--- config.mk ---
export PLATFORM = sky130hd
export DESIGN_NAME = mips_instruction_opfunc_decode_queue
export DESIGN_NICKNAME = d
export VERILOG_FILES = /design/src/rtl/mips_instruction_opfunc_decode_queue_pkg.sv /design/src/rtl/mips_instruction_opfunc_decode_queue_lane_decode.sv /design/src/rtl/mips_instruction_opfunc_decode_queue.sv
export SDC_FILE = /design/constraint.sdc
export NUM_CORES = 1
export LEC_CHECK = 0
export ABC_AREA = 1
export BUFFER_PORTS_ARGS = -buffer_cell sky130_fd_sc_hd__buf_4
export CORE_ASPECT_RATIO = 1.1
export CORE_UTILIZATION = 25
export DETAILED_ROUTE_END_ITERATION = 12
export HOLD_SLACK_MARGIN = 0.06
export SLEW_MARGIN = 20
export SYNTH_ARGS = -nofsm -noshare
export SYNTH_HDL_FRONTEND = slang
export SYNTH_SLANG_ARGS = --single-unit
--- constraint.sdc ---
create_clock -name clock -period 4.1 [get_ports clock]
set_input_delay 0.205 -clock clock [delete_from_list [all_inputs] [get_ports clock]]
set_output_delay 0.205 -clock clock [all_outputs]
set_load 0.01 [all_outputs]
--- src/rtl/mips_instruction_opfunc_decode_queue_pkg.sv ---
// Shared opFunc definitions for the fetch-to-decode instruction queue:
// source encodings, the REGIMM opcode and the tag width helper.
package mips_instruction_opfunc_decode_queue_pkg;

  localparam int SOURCE_W = 2;

  typedef enum logic [SOURCE_W-1:0] {
    SOURCE_FUNC   = 2'd0,
    SOURCE_OP     = 2'd1,
    SOURCE_REGIMM = 2'd2
  } source_e;

  localparam logic [5:0] OP_SPECIAL = 6'd0;
  localparam logic [5:0] OP_REGIMM  = 6'd1;

  function automatic int opFuncWidth(input int codeW);
    return SOURCE_W + codeW;
  endfunction

endpackage

--- src/rtl/mips_instruction_opfunc_decode_queue_lane_decode.sv ---
// Combinational split of one 32-bit MIPS instruction into its {source, code} tag.
module mips_instruction_opfunc_lane_decode
  import mips_instruction_opfunc_decode_queue_pkg::*;
#(
  parameter bit REGIMM_EN = 1'b1,
  parameter int CODE_W    = 6
) (
  input  logic [31:0]                inst,
  output logic [SOURCE_W+CODE_W-1:0] opFunc
);

  logic [5:0]        op;
  source_e           source;
  logic [CODE_W-1:0] code;
  logic              unusedBits;

  assign op         = inst[31:26];
  assign unusedBits = ^{inst[25:21], inst[15:6]};

  // SPECIAL takes its code from func, REGIMM from rt, everything else from op
  always_comb begin
    source = SOURCE_OP;
    code   = CODE_W'(op);
    if (op == OP_SPECIAL) begin
      source = SOURCE_FUNC;
      code   = CODE_W'(inst[5:0]);
    end else if ((op == OP_REGIMM) && REGIMM_EN) begin
      source = SOURCE_REGIMM;
      code   = CODE_W'(inst[20:16]);
    end
  end

  assign opFunc = {source, code};

endmodule

--- src/rtl/mips_instruction_opfunc_decode_queue.sv ---
// Multi-lane opFunc decoder feeding a DEPTH-entry FIFO between fetch and decode,
// with valid/ready on both sides and a flush for branch redirect.
module mips_instruction_opfunc_decode_queue
  import mips_instruction_opfunc_decode_queue_pkg::*;
#(
  parameter int LANES     = 2,
  parameter int DEPTH     = 4,
  parameter bit REGIMM_EN = 1'b1,
  parameter int CODE_W    = 6,
  localparam int OF_W     = SOURCE_W + CODE_W,
  localparam int PTR_W    = $clog2(DEPTH) + 1
) (
  input  logic                  clock,
  input  logic                  reset_n,
  input  logic                  flush,
  input  logic                  inValid,
  output logic                  inReady,
  input  logic [LANES*32-1:0]   inInst,
  input  logic [LANES-1:0]      inMask,
  output logic                  outValid,
  input  logic                  outReady,
  output logic [LANES*OF_W-1:0] outOpFunc,
  output logic [LANES-1:0]      outMask,
  output logic [PTR_W-1:0]      count
);

  localparam int ADDR_W  = PTR_W - 1;
  localparam int TAGS_W  = LANES * opFuncWidth(CODE_W);
  localparam int ENTRY_W = TAGS_W + LANES;

  logic [PTR_W-1:0]   wrPtr;
  logic [PTR_W-1:0]   rdPtr;
  logic [ENTRY_W-1:0] storage [DEPTH];
  logic [ENTRY_W-1:0] head;
  logic [TAGS_W-1:0]  decoded;
  logic [TAGS_W-1:0]  maskedOpFunc;
  logic               full;
  logic               empty;
  logic               push;
  logic               pop;

  // Masked-off lanes still occupy their slot but carry an all-zero tag
  for (genvar i = 0; i < LANES; i++) begin : gLane
    mips_instruction_opfunc_lane_decode #(
      .REGIMM_EN (REGIMM_EN),
      .CODE_W    (CODE_W)
    ) uLaneDecode (
      .inst   (inInst[32*i +: 32]),
      .opFunc (decoded[OF_W*i +: OF_W])
    );
    assign maskedOpFunc[OF_W*i +: OF_W] = inMask[i] ? decoded[OF_W*i +: OF_W] : '0;
  end

  assign empty = (wrPtr == rdPtr);
  assign full  = (wrPtr[PTR_W-1] != rdPtr[PTR_W-1]) &&
                 (wrPtr[ADDR_W-1:0] == rdPtr[ADDR_W-1:0]);

  assign inReady  = !full;
  assign outValid = !empty;
  assign push     = inValid && inReady && !flush;
  assign pop      = outValid && outReady && !flush;
  assign count    = wrPtr - rdPtr;

  // Reset beats flush, and flush beats any same-cycle push or pop
  always_ff @(posedge clock) begin
    if (!reset_n) begin
      wrPtr <= '0;
      rdPtr <= '0;
    end else if (flush) begin
      rdPtr <= wrPtr;
    end else begin
      if (push) wrPtr <= wrPtr + PTR_W'(1);
      if (pop)  rdPtr <= rdPtr + PTR_W'(1);
    end
  end

  always_ff @(posedge clock) begin
    if (push) storage[wrPtr[ADDR_W-1:0]] <= {inMask, maskedOpFunc};
  end

  // Head is gated so an empty queue never exposes stale or uninitialised storage
  assign head      = storage[rdPtr[ADDR_W-1:0]];
  assign outOpFunc = outValid ? head[TAGS_W-1:0] : '0;
  assign outMask   = outValid ? head[ENTRY_W-1 -: LANES] : '0;

endmodule
== After elaboration in Yosys (flattened, before gate mapping) ==
Memory sizes are Yosys's and may differ from the RTL's. A register that Yosys moved wholly into a read port is not among the register bits.
Cells that the tools add are included.
W data, S select, Z words.
Word-level totals
  bits in registers: 6
  RAM bits: 72
  output and inout bits: 23
  word-level logic and storage cells: 42
  memories kept: 1
Memories
  storage: depth 4, bits a word 18, rd ports 1, clocked after memory_dff 1, wr ports 1, RTL line mips_instruction_opfunc_decode_queue.sv:33  | logic [ENTRY_W-1:0] storage [DEPTH];
Operators by class
  add/subtract/negate cells: 3
  eq/ne operators: 5
  multiplexer cells: 18
  bitwise logic cells: 1
  reduce and logical (&&, ||, !) cells: 12
Operators with widths (count)
  $mux W6: 4
  $mux W16: 1
  $mux W8: 2
  $mux W2: 7
  $eq A6 B1 Y1 const B: 2
  $logic_not A6 Y1: 2
  $add A3 B1 Y3 const B: 2
  $mux W3: 2
  $logic_and A1 B1 Y1: 5
  $eq A3 B3 Y1: 1
  $logic_not A1 Y1: 3
  $sub A3 B3 Y3: 1
  $eq A2 B2 Y1: 1
  $mux W1: 2
  $reduce_and A2 Y1: 1
  $reduce_bool A2 Y1: 1
  $ne A1 B1 Y1: 1
  $not A1 Y1: 1

== Depth between registers and ports, before layout ==
Gate-level depths: netlist (run 1).
  word-level depth: 8
  mapped depth: 9
  gate-level depth less buffers: 9

== Modules after synthesis ==
Synthesis (run 1) repeated with hierarchy kept, for this count alone.
Unflattened totals
  cell total of the unflattened synthesis: 390
  area, all modules: 3871.2 um^2
By module, submodules not included
  mips_instruction_opfunc_decode_queue: instances 1, cells an instance 324, area an instance 3470.8 um^2, sequential area each 2322.2 um^2
  mips_instruction_opfunc_lane_decode: instances 2, cells an instance 33, area an instance 200.2 um^2, sequential area each 0.0 um^2

== Least setup slack after synthesis (run 1) ==
No wires, ideal clock.
  kind: register to register
  start point: register wrPtr[0]
  end point: memory storage[0][0] (netlist bit), enable pin
  arrival time: 1.870 ns
  data required time: 3.707 ns
  setup slack: 1.837 ns
  stages on the path, launching flop included: 8
  period minus slack after synthesis: 2.263 ns
  cell sequence: dfxtp_1 inv_1 ha_1 nand2_1 inv_1 nand2_4 nand3_4 nor2_1
Between the ends
  longest elaborated chain between the ends: 7
Ends and longest elaborated chain
  start, declared: RTL line mips_instruction_opfunc_decode_queue.sv:31  | logic [PTR_W-1:0] wrPtr;
  start signal, assigned: RTL line mips_instruction_opfunc_decode_queue.sv:72  | if (push) wrPtr <= wrPtr + PTR_W'(1);
  $eq A2 B2 Y1: RTL line mips_instruction_opfunc_decode_queue.sv:56  | (wrPtr[ADDR_W-1:0] == rdPtr[ADDR_W-1:0]);
  $logic_and A1 B1 Y1: RTL line mips_instruction_opfunc_decode_queue.sv:55  | assign full = (wrPtr[PTR_W-1] != rdPtr[PTR_W-1]) &&
  $logic_not A1 Y1: RTL line mips_instruction_opfunc_decode_queue.sv:58  | assign inReady = !full;
  named net inReady: RTL line mips_instruction_opfunc_decode_queue.sv:17  | output logic inReady,
  $logic_and A1 B1 Y1 (2 in a row): RTL line mips_instruction_opfunc_decode_queue.sv:60  | assign push = inValid && inReady && !flush;
  $mux W1: RTL line mips_instruction_opfunc_decode_queue.sv:78  | if (push) storage[wrPtr[ADDR_W-1:0]] <= {inMask, maskedOpFunc};
  $mux W1 (not written as such): RTL line mips_instruction_opfunc_decode_queue.sv:78
  end, declared: RTL line mips_instruction_opfunc_decode_queue.sv:33
The timed path passes the listed nets, and every way through them passes these cells.

== Final worst setup path (run 1) ==
  start point: register wrPtr[0]
  end point: output outOpFunc[1]
Between the ends
  longest elaborated chain between the ends: 2
Ends and longest elaborated chain
  $eq A3 B3 Y1: RTL line mips_instruction_opfunc_decode_queue.sv:54  | assign empty = (wrPtr == rdPtr);
  $mux W16: RTL line mips_instruction_opfunc_decode_queue.sv:83  | assign outOpFunc = outValid ? head[TAGS_W-1:0] : '0;
  end, declared: RTL line mips_instruction_opfunc_decode_queue.sv:22  | output logic [LANES*OF_W-1:0] outOpFunc,
No other way between the ends.

==> flow_summary.yaml, run 1 <==
layout:
  nNetsFinal: 507
  layout-drive-gt1-share_pct: 21.5
  final_common_cell: "nor2_1"
  register_area_um2: 2320
  n_fill_cell: 1402
  layout_common_cells: "nor2_1, edfxtp_1, buf_4"
  areaGrowthSynthToFinish_pct: 26.3
  final_util_pct: 32.8
  multi_input_area_um2: 1140
  finalInstanceArea_um2: 4600
  insertedDiodeCount: 0
setup_path:
  cp-end-kind: "primary output"
  required_ps: 3890
  critPathArrivalTime_ps: 2100
  crit_top_cell: "inv_1"
  crit_cells: 8
  cp_cell_sequence: "inv_1 > ha_1 > nand2_1 > inv_1 > nand3_2 > inv_2 > a21oi_1 > buf_4"
  start_kind: "flip-flop"
  path_buf_inv: 4
  critical-path-slowest-cell: "dfxtp_1"
  worstPathMaxFanout: 18
  max_stage_delay_ps: 380
  worstSetupPathType: "flip-flop to primary output"
  r2r_cells: 7
  critPathTopFamily: "buffers and inverters"
timing:
  finalCritPeriodShare_pct: 56.2
  tns_ps: 0
  hold_violations: 0
  maxSlewHeadroom_pct: 45.5
  finalClockSkew_ps: 9.07
  worstMarginPinSlew_ps: 817
  fmax_ghz: 0.434
  hold_ws_ps: 89.2
  rsz0062_at_grt: "no"
  setup_violations: 0
  drv_slew: 0
  period_needed_ps: 2300
logic_synthesis:
  postSynthAreaPerCell_um2: 10.1
  synth_nets: 439
  yosysWarnings: 0
  seq_area_frac_synth_pct: 63.8
  ys_ff_latch: 80
  synth_cell_types: 23
  synth_cells: 360
  syn_area_um2: 3640
clock_network:
  cts_setup_buffers: 0
  htree_levels: 3
  cts_resized: 0
  clockBufferDepth: 2
  cts_root_buf: "clkbuf_16"
  clkTransAtPathRegs_ps: 60
  holdBufCountCts: 0
  cts_buffers: 9
  cts_tree: "built"
  clk_latency_ps: 340
  cts_sinks: 80
die:
  design.core.area_um2: 14000
  rows: 45
  dieArea_um2: 15000
  die_x_um: 117
  num_io_pins: 94
  initial_core_util_pct: 26.0
  die_y_um: 129
pwr:
  vdd_ir_drop_max_uv: 247
  power.total_mw: 1.99
  p_per_area_nw_per_um2: 432
  p_leak_nw: 1.83
place:
  place_hpwl_um: 5440
  placed_cell_area_um2: 4310
  portBuffers: 63
  gp_congestion: 0.821
drt:
  top_layer: "met3"
  via_per_inst: 4.33
  wl_met2_um: 4340
  drtPass1Iterations: 7
  wl_met3_um: 456
  vias: 2692
  drt_first_iter_violations: 209
  drc_errors: 0
  ant_nets: 0
  wl_met1_um: 3460
  wire_per_inst_um: 13.3
  drt-total-wl_um: 8260
worst_hold_path:
  min_path_type: "input pin to flip-flop"
  holdPathStages: 1
status:
  outcome: "finished clean"
grt:
  grt.total_usage_pct: 12.0
  grt_max_degree: 37
  antenna_found_initial: 0
  grt_pass1_wl_um: 13400
  grt_pass1_vias: 2729
  overflow: 0
job:
  maxCapViolations: 0
==> path summary, 6_finish.rpt <==
kind	start	end	slack, ps
max	wrPtr[0]$_SDFFE_PN0P_	outOpFunc[1]	1800
min reg2reg	rdPtr[2]$_SDFFE_PN0P_	rdPtr[2]$_SDFFE_PN0P_	550
max reg2reg	wrPtr[0]$_SDFFE_PN0P_	storage[3][3]$_DFFE_PP_	1950
min	inMask[0]	storage[0][16]$_DFFE_PP_	90
==> worst register-to-register path: stages (launching register included) <==
cell and delay [ps]:
dfxtp_1 380, inv_1 120, ha_1 320, nand2_1 60, inv_1 70, nand2_4 100
nand3_1 100, inv_1 610
==> sequential cells by signal, indices dropped and copies added, names as in the netlist, named ones only <==
register / flops
storage: 72
rdPtr: 3
wrPtr: 3
==> layer usage <==
layer	vias up	GRT usage, %
met5	-	0
met4	0	4.69
met3	0	3.39
met2	60	20.5
met1	1270	14.1
li1	1362	-
==> logic make-up after synthesis <==
family | count (synthesis) | share of synthesized area [%]
AND/OR/NAND/NOR | 152 | 17.2
AO/OA/AOI/OAI | 79 | 10.9
flip-flops | 80 | 63.8
adder cells (fa/ha/maj) | 8 | 2.96
buffers and inverters | 40 | 4.95
XOR/XNOR | 1 | 0.241
==> metrics by stage <==
| step | instances | setup slack (ps) |
|---|---|---|
| 2_1_floorplan | 360 | 1840 |
| 3_3_place_gp | 605 | 1880 |
| 3_5_place_dp | 605 | 1880 |
| 4_1_cts | 621 | 1730 |
| 5_1_grt | 621 | 1610 |
| 6_report | 621 | 1800 |
==> cells in the mapped netlist, drive strengths merged <==
| library cell | n | area share [%] |
|---|---|---|
| dfxtp | 8 | 4.4 |
| nand4 | 4 | 0.69 |
| nand2 | 30 | 3.5 |
| ha | 7 | 2.4 |
| fa | 1 | 0.55 |
| edfxtp | 72 | 59 |
| nor2 | 109 | 11 |
| nand3 | 8 | 1.6 |
| a21oi | 34 | 4.7 |
| inv | 29 | 3.0 |
| nor3 | 1 | 0.14 |
| xor2 | 1 | 0.24 |
| clkbuf | 3 | 0.41 |
| buf | 8 | 1.5 |
| o21ai | 45 | 6.2 |
==> report_power, final <==
group          switching, mW  internal, mW  total [mW]  leakage, nW
sequential            0.0120         0.910       0.922        0.740
combinational          0.182         0.125       0.307        0.946
clock                  0.337         0.421       0.759        0.139
total                  0.531          1.46        1.99         1.83
==> area by class of cell <==
type	instances	area share (%)
clock buffers	9	4.90
clock inverters	7	1.28
inverters	29	2.37
multi-input cells	240	24.7
flip-flops and latches	80	50.5
well taps	188	5.12
repair buffers	68	11.1
(Power assumes the default switching activity.)
==> run 2, diff against run 1 <==
clock period = 2 ns   (was 4.1 ns; I/O delays follow)
==> flow_summary.yaml, run 2 (synthesis gave the netlist of run 1 again) <==
clock_network:
  clkTransAtPathRegs_ps: 60
  htree_levels: 3
  clk_latency_ps: 330
  clockBufferDepth: 2
  cts_root_buf: "clkbuf_16"
  cts_sinks: 80
  cts_buffers: 9
  cts_tree: "built"
setup_path:
  max_stage_delay_ps: 360
  critical-path-slowest-cell: "dfxtp_2"
  worstSetupPathType: "flip-flop to primary output"
  crit_top_cell: "inv_2"
  cp-end-kind: "primary output"
  cp_cell_sequence: "inv_2 > ha_1 > nand2_1 > inv_2 > nand3_4 > inv_8 > a21oi_1 > buf_4"
  critPathArrivalTime_ps: 1810
  r2r_cells: 10
  required_ps: 1900
  start_kind: "flip-flop"
  worstPathMaxFanout: 5
place:
  portBuffers: 63
  place_hpwl_um: 5500
  place_ws_ps: 91.4
  gp_congestion: 0.800
die:
  initial_core_util_pct: 26.0
  die_y_um: 129
  num_io_pins: 94
  rows: 45
  die_x_um: 117
  design.core.area_um2: 14000
  dieArea_um2: 15000
timing:
  rsz0062_at_grt: "no"
  setup_violations: 0
  fmax_ghz: 0.524
  finalClockSkew_ps: 6.73
  timing.final.ws_setup_ps: 91.2
  maxSlewHeadroom_pct: 68.9
  hold_violations: 0
  period_needed_ps: 1910
  finalCritPeriodShare_pct: 95.4
  drv_slew: 0
  tns_ps: 0
  worstMarginPinSlew_ps: 463
grt:
  grt_max_degree: 35
  antenna_found_initial: 0
  grt_pass1_wl_um: 13600
  overflow: 0
  grt.total_usage_pct: 12.1
  grt_pass1_vias: 2760
layout:
  insertedDiodeCount: 0
  layout_common_cells: "nor2_1, edfxtp_1, buf_4"
  final_common_cell: "nor2_1"
  nNetsFinal: 519
  final_util_pct: 34.4
  layout-drive-gt1-share_pct: 24.5
  areaGrowthSynthToFinish_pct: 32.5
  largest_reg_flops: 72
drt:
  drtPass1Iterations: 4
  vias: 2759
  drt-total-wl_um: 8510
  drt_first_iter_violations: 117
  drc_errors: 0
  via_per_inst: 4.37
  wire_per_inst_um: 13.5
  ant_nets: 0
status:
  outcome: "finished clean"
worst_hold_path:
  holdPathStages: 4
  min_path_type: "input pin to flip-flop"
pwr:
  power.total_mw: 4.36
  p_per_area_nw_per_um2: 903
  p_leak_nw: 1.91
  vdd_ir_drop_max_uv: 416
job:
  maxCapViolations: 0
run 2: changes by cell type in the layout (fill, tap and decap cells not counted), moves of 2 or more:
cell / delta
a21oi_2: +5
buf_12: +4
inv_1: -2
dlygate4sd3_1: +3
bufinv_16: +2
clkinv_4: +2
inv_6: -2
a21oi_1: -5
run 2: power by group:
part | internal [mW] | total [mW] | switching [mW]
logic | 0.304 | 0.734 | 0.430
clock network | 1.09 | 1.74 | 0.643
registers | 1.87 | 1.89 | 0.0185
total | 3.26 | 4.36 | 1.09
run 2: area by class of cell:
cell class              instances  area, um^2
inverters                      29         116
multi-input cells             240        1160
clock buffers                   9         225
well taps                     188         235
clock inverters                 6        93.8
repair buffers                 77         639
flip-flops and latches         80        2320
repair inverters                3        26.3
fillers                      1385        9200
run 2: repair_timing:
item                                    in CTS  in global routing
resized for setup                           15                  1
buffers inserted                             1                  0
pin swaps                                    1                  1
cloned                                       3                  0
hold buffers                                 3                  0
endpoints found under the hold margin       10                  0
endpoints found under the setup margin      18                  6
run 2: stage by stage:
step           area [um^2]  hold slack (ps)  instances
4_1_cts               4820             82.5        632
3_3_place_gp          4400              331        610
6_report              4820             92.2        632
2_1_floorplan         3640              199        360
3_5_place_dp          4400              332        610
5_1_grt               4820              126        632
run 2: layer usage:
layer	vias to the layer above	GRT usage, %	part of all wire [%]
met5	-	0	0
li1	1391	-	-
met1	1300	13.5	40
met3	9	3.44	5.0
met4	0	4.24	1.3
met2	59	21.8	53
run 2: path summary, 6_finish.rpt:
path         slack, ps               endpoint                   from
max                 90          outOpFunc[10]  wrPtr[0]$_SDFFE_PN0P_
max reg2reg        220              flip-flop  wrPtr[0]$_SDFFE_PN0P_
min reg2reg        540  rdPtr[2]$_SDFFE_PN0P_  rdPtr[2]$_SDFFE_PN0P_
min                 90  rdPtr[2]$_SDFFE_PN0P_               outReady
run 2: critical path, delay by kind of cell, from the launching register on:
| kind | cells | cell delay (ps) |
|---|---|---|
| buf+inv | 4 | 480 |
| flops | 1 | 360 |
| fa+ha+maj | 1 | 290 |
| simple gates | 2 | 270 |
| compound gates | 1 | 70 |
==> run 3, diff against run 2 <==
CAP_MARGIN = 10   (was default)
CORE_UTILIZATION = 48   (was 25)
PLACE_DENSITY = 0.76   (was default)
==> flow_summary.yaml, run 3 (synthesis gave the netlist of run 1 again) <==
status:
  outcome: "finished clean"
clock_network:
  clockBufferDepth: 2
  cts_root_buf: "clkbuf_8"
  clkTransAtPathRegs_ps: 80
  htree_levels: 3
  cts_buffers: 9
  cts_sinks: 80
  clk_latency_ps: 340
  cts_tree: "built"
timing:
  hold_violations: 0
  hold_ws_ps: 84.3
  finalCritPeriodShare_pct: 93.3
  maxSlewHeadroom_pct: 64.2
  setup_violations: 0
  rsz0062_at_grt: "no"
  finalClockSkew_ps: 9.92
  period_needed_ps: 1870
  timing.final.ws_setup_ps: 135
  fmax_ghz: 0.536
  tns_ps: 0
  drv_slew: 0
  worstMarginPinSlew_ps: 537
drt:
  ant_nets: 0
  drt_first_iter_violations: 243
  via_per_inst: 5.29
  wire_per_inst_um: 15.2
  drtPass1Iterations: 5
  drt-total-wl_um: 8050
  vias: 2800
  drc_errors: 0
grt:
  antenna_found_initial: 0
  grt.total_usage_pct: 21.1
  grt_pass1_vias: 2702
  overflow: 0
  grt_pass1_wl_um: 12500
  grt_max_degree: 37
layout:
  layoutNonFillerInstCount: 529
  largest_reg_flops: 72
  n_fill_cell: 567
  final_common_cell: "nor2_1"
  nNetsFinal: 518
  final_util_pct: 63.5
  layout-drive-gt1-share_pct: 24.1
  finalInstanceArea_um2: 4550
  areaGrowthSynthToFinish_pct: 25.1
  layout_common_cells: "nor2_1, buf_4, edfxtp_1"
  insertedDiodeCount: 0
setup_path:
  required_ps: 1900
  crit_top_cell: "inv_2"
  critPathTopFamily: "buffers and inverters"
  cp-end-kind: "primary output"
  worstPathMaxFanout: 9
  critPathArrivalTime_ps: 1770
  cp_cell_sequence: "inv_2 > ha_1 > nand2_1 > inv_2 > nand3_4 > inv_8 > a21oi_2 > buf_4"
  start_kind: "flip-flop"
  worstSetupPathType: "flip-flop to primary output"
  path_buf_inv: 4
  critical-path-slowest-cell: "dfxtp_1"
  max_stage_delay_ps: 350
die:
  num_io_pins: 94
  die_x_um: 85.0
  design.core.area_um2: 7170
  initial_core_util_pct: 50.8
  dieArea_um2: 7930
  rows: 32
  die_y_um: 93.3
job:
  maxCapViolations: 0
place:
  portBuffers: 63
  gp_congestion: 0.835
  dpl.cell_count: 507
  place_ws_ps: 190
  place_hpwl_um: 4830
  placed_cell_area_um2: 4250
pwr:
  power.total_mw: 3.87
  p_leak_nw: 1.85
  vdd_ir_drop_max_uv: 419
  p_per_area_nw_per_um2: 849
worst_hold_path:
  min_path_type: "input pin to flip-flop"
-- run 3: changes by cell type in the layout (fill, tap and decap cells not counted), sizes merged --
cell,previous run,this run
clkbuf,9,10
inv,33,32
clkinv,2,1
clkinvlp,1,2
-- run 3: worst paths after layout --
kind | start | to | slack, ps | cells after the start
worst max-delay path | wrPtr[0]$_SDFFE_PN0P_ | outOpFunc[15] | 130 | 8
worst min-delay path | outReady | rdPtr[2]$_SDFFE_PN0P_ | 80 | 4
worst max register to register | wrPtr[0]$_SDFFE_PN0P_ | storage[1][12]$_DFFE_PP_ | 240 | 8
worst min register to register | rdPtr[2]$_SDFFE_PN0P_ | rdPtr[2]$_SDFFE_PN0P_ | 550 | 2
-- run 3: repair_timing --
| item | CTS | global route |
|---|---|---|
| resized for setup | 5 | 8 |
| endpoints found under the hold margin | 10 | 0 |
| setup buffers | 0 | 1 |
| endpoints found under the setup margin | 18 | 18 |
| gates cloned | 0 | 2 |
| hold buffers | 3 | 0 |
| pin swaps | 0 | 1 |
-- run 3: routing by layer --
| metal | share of wire [%] | track usage, % |
|---|---|---|
| met5 | 0 | 0 |
| met4 | 1.1 | 9.32 |
| met3 | 4.9 | 4.59 |
| met2 | 52 | 35.6 |
| met1 | 42 | 26.2 |
-- run 3: final cells by class --
class | instances | area [um^2] | share of cell area (%)
Clock buffer | 10 | 128 | 2.80
Timing Repair inverter | 2 | 17.5 | 0.385
Inverter | 29 | 116 | 2.56
Tap cell | 85 | 106 | 2.34
Timing Repair Buffer | 77 | 611 | 13.4
Clock inverter | 6 | 92.6 | 2.03
Sequential cell | 80 | 2320 | 51.0
Multi-Input combinational cell | 240 | 1160 | 25.4
-- run 3: worst reg2reg max path, cell delays in order (launching register included) --
cell and delay, ps:
dfxtp_1 350, inv_2 70, ha_1 300, nand2_1 80, inv_2 60, nand2_4 90, nand3_4 100, nor2_1 200
buf_12 200
-- run 3: where the power goes --
| part | switching, mW | internal, mW | total [mW] | leakage [nW] |
|---|---|---|---|---|
| sequential | 0.0182 | 1.86 | 1.88 | 0.741 |
| clock | 0.572 | 0.709 | 1.28 | 0.103 |
| combinational | 0.409 | 0.292 | 0.701 | 1.01 |
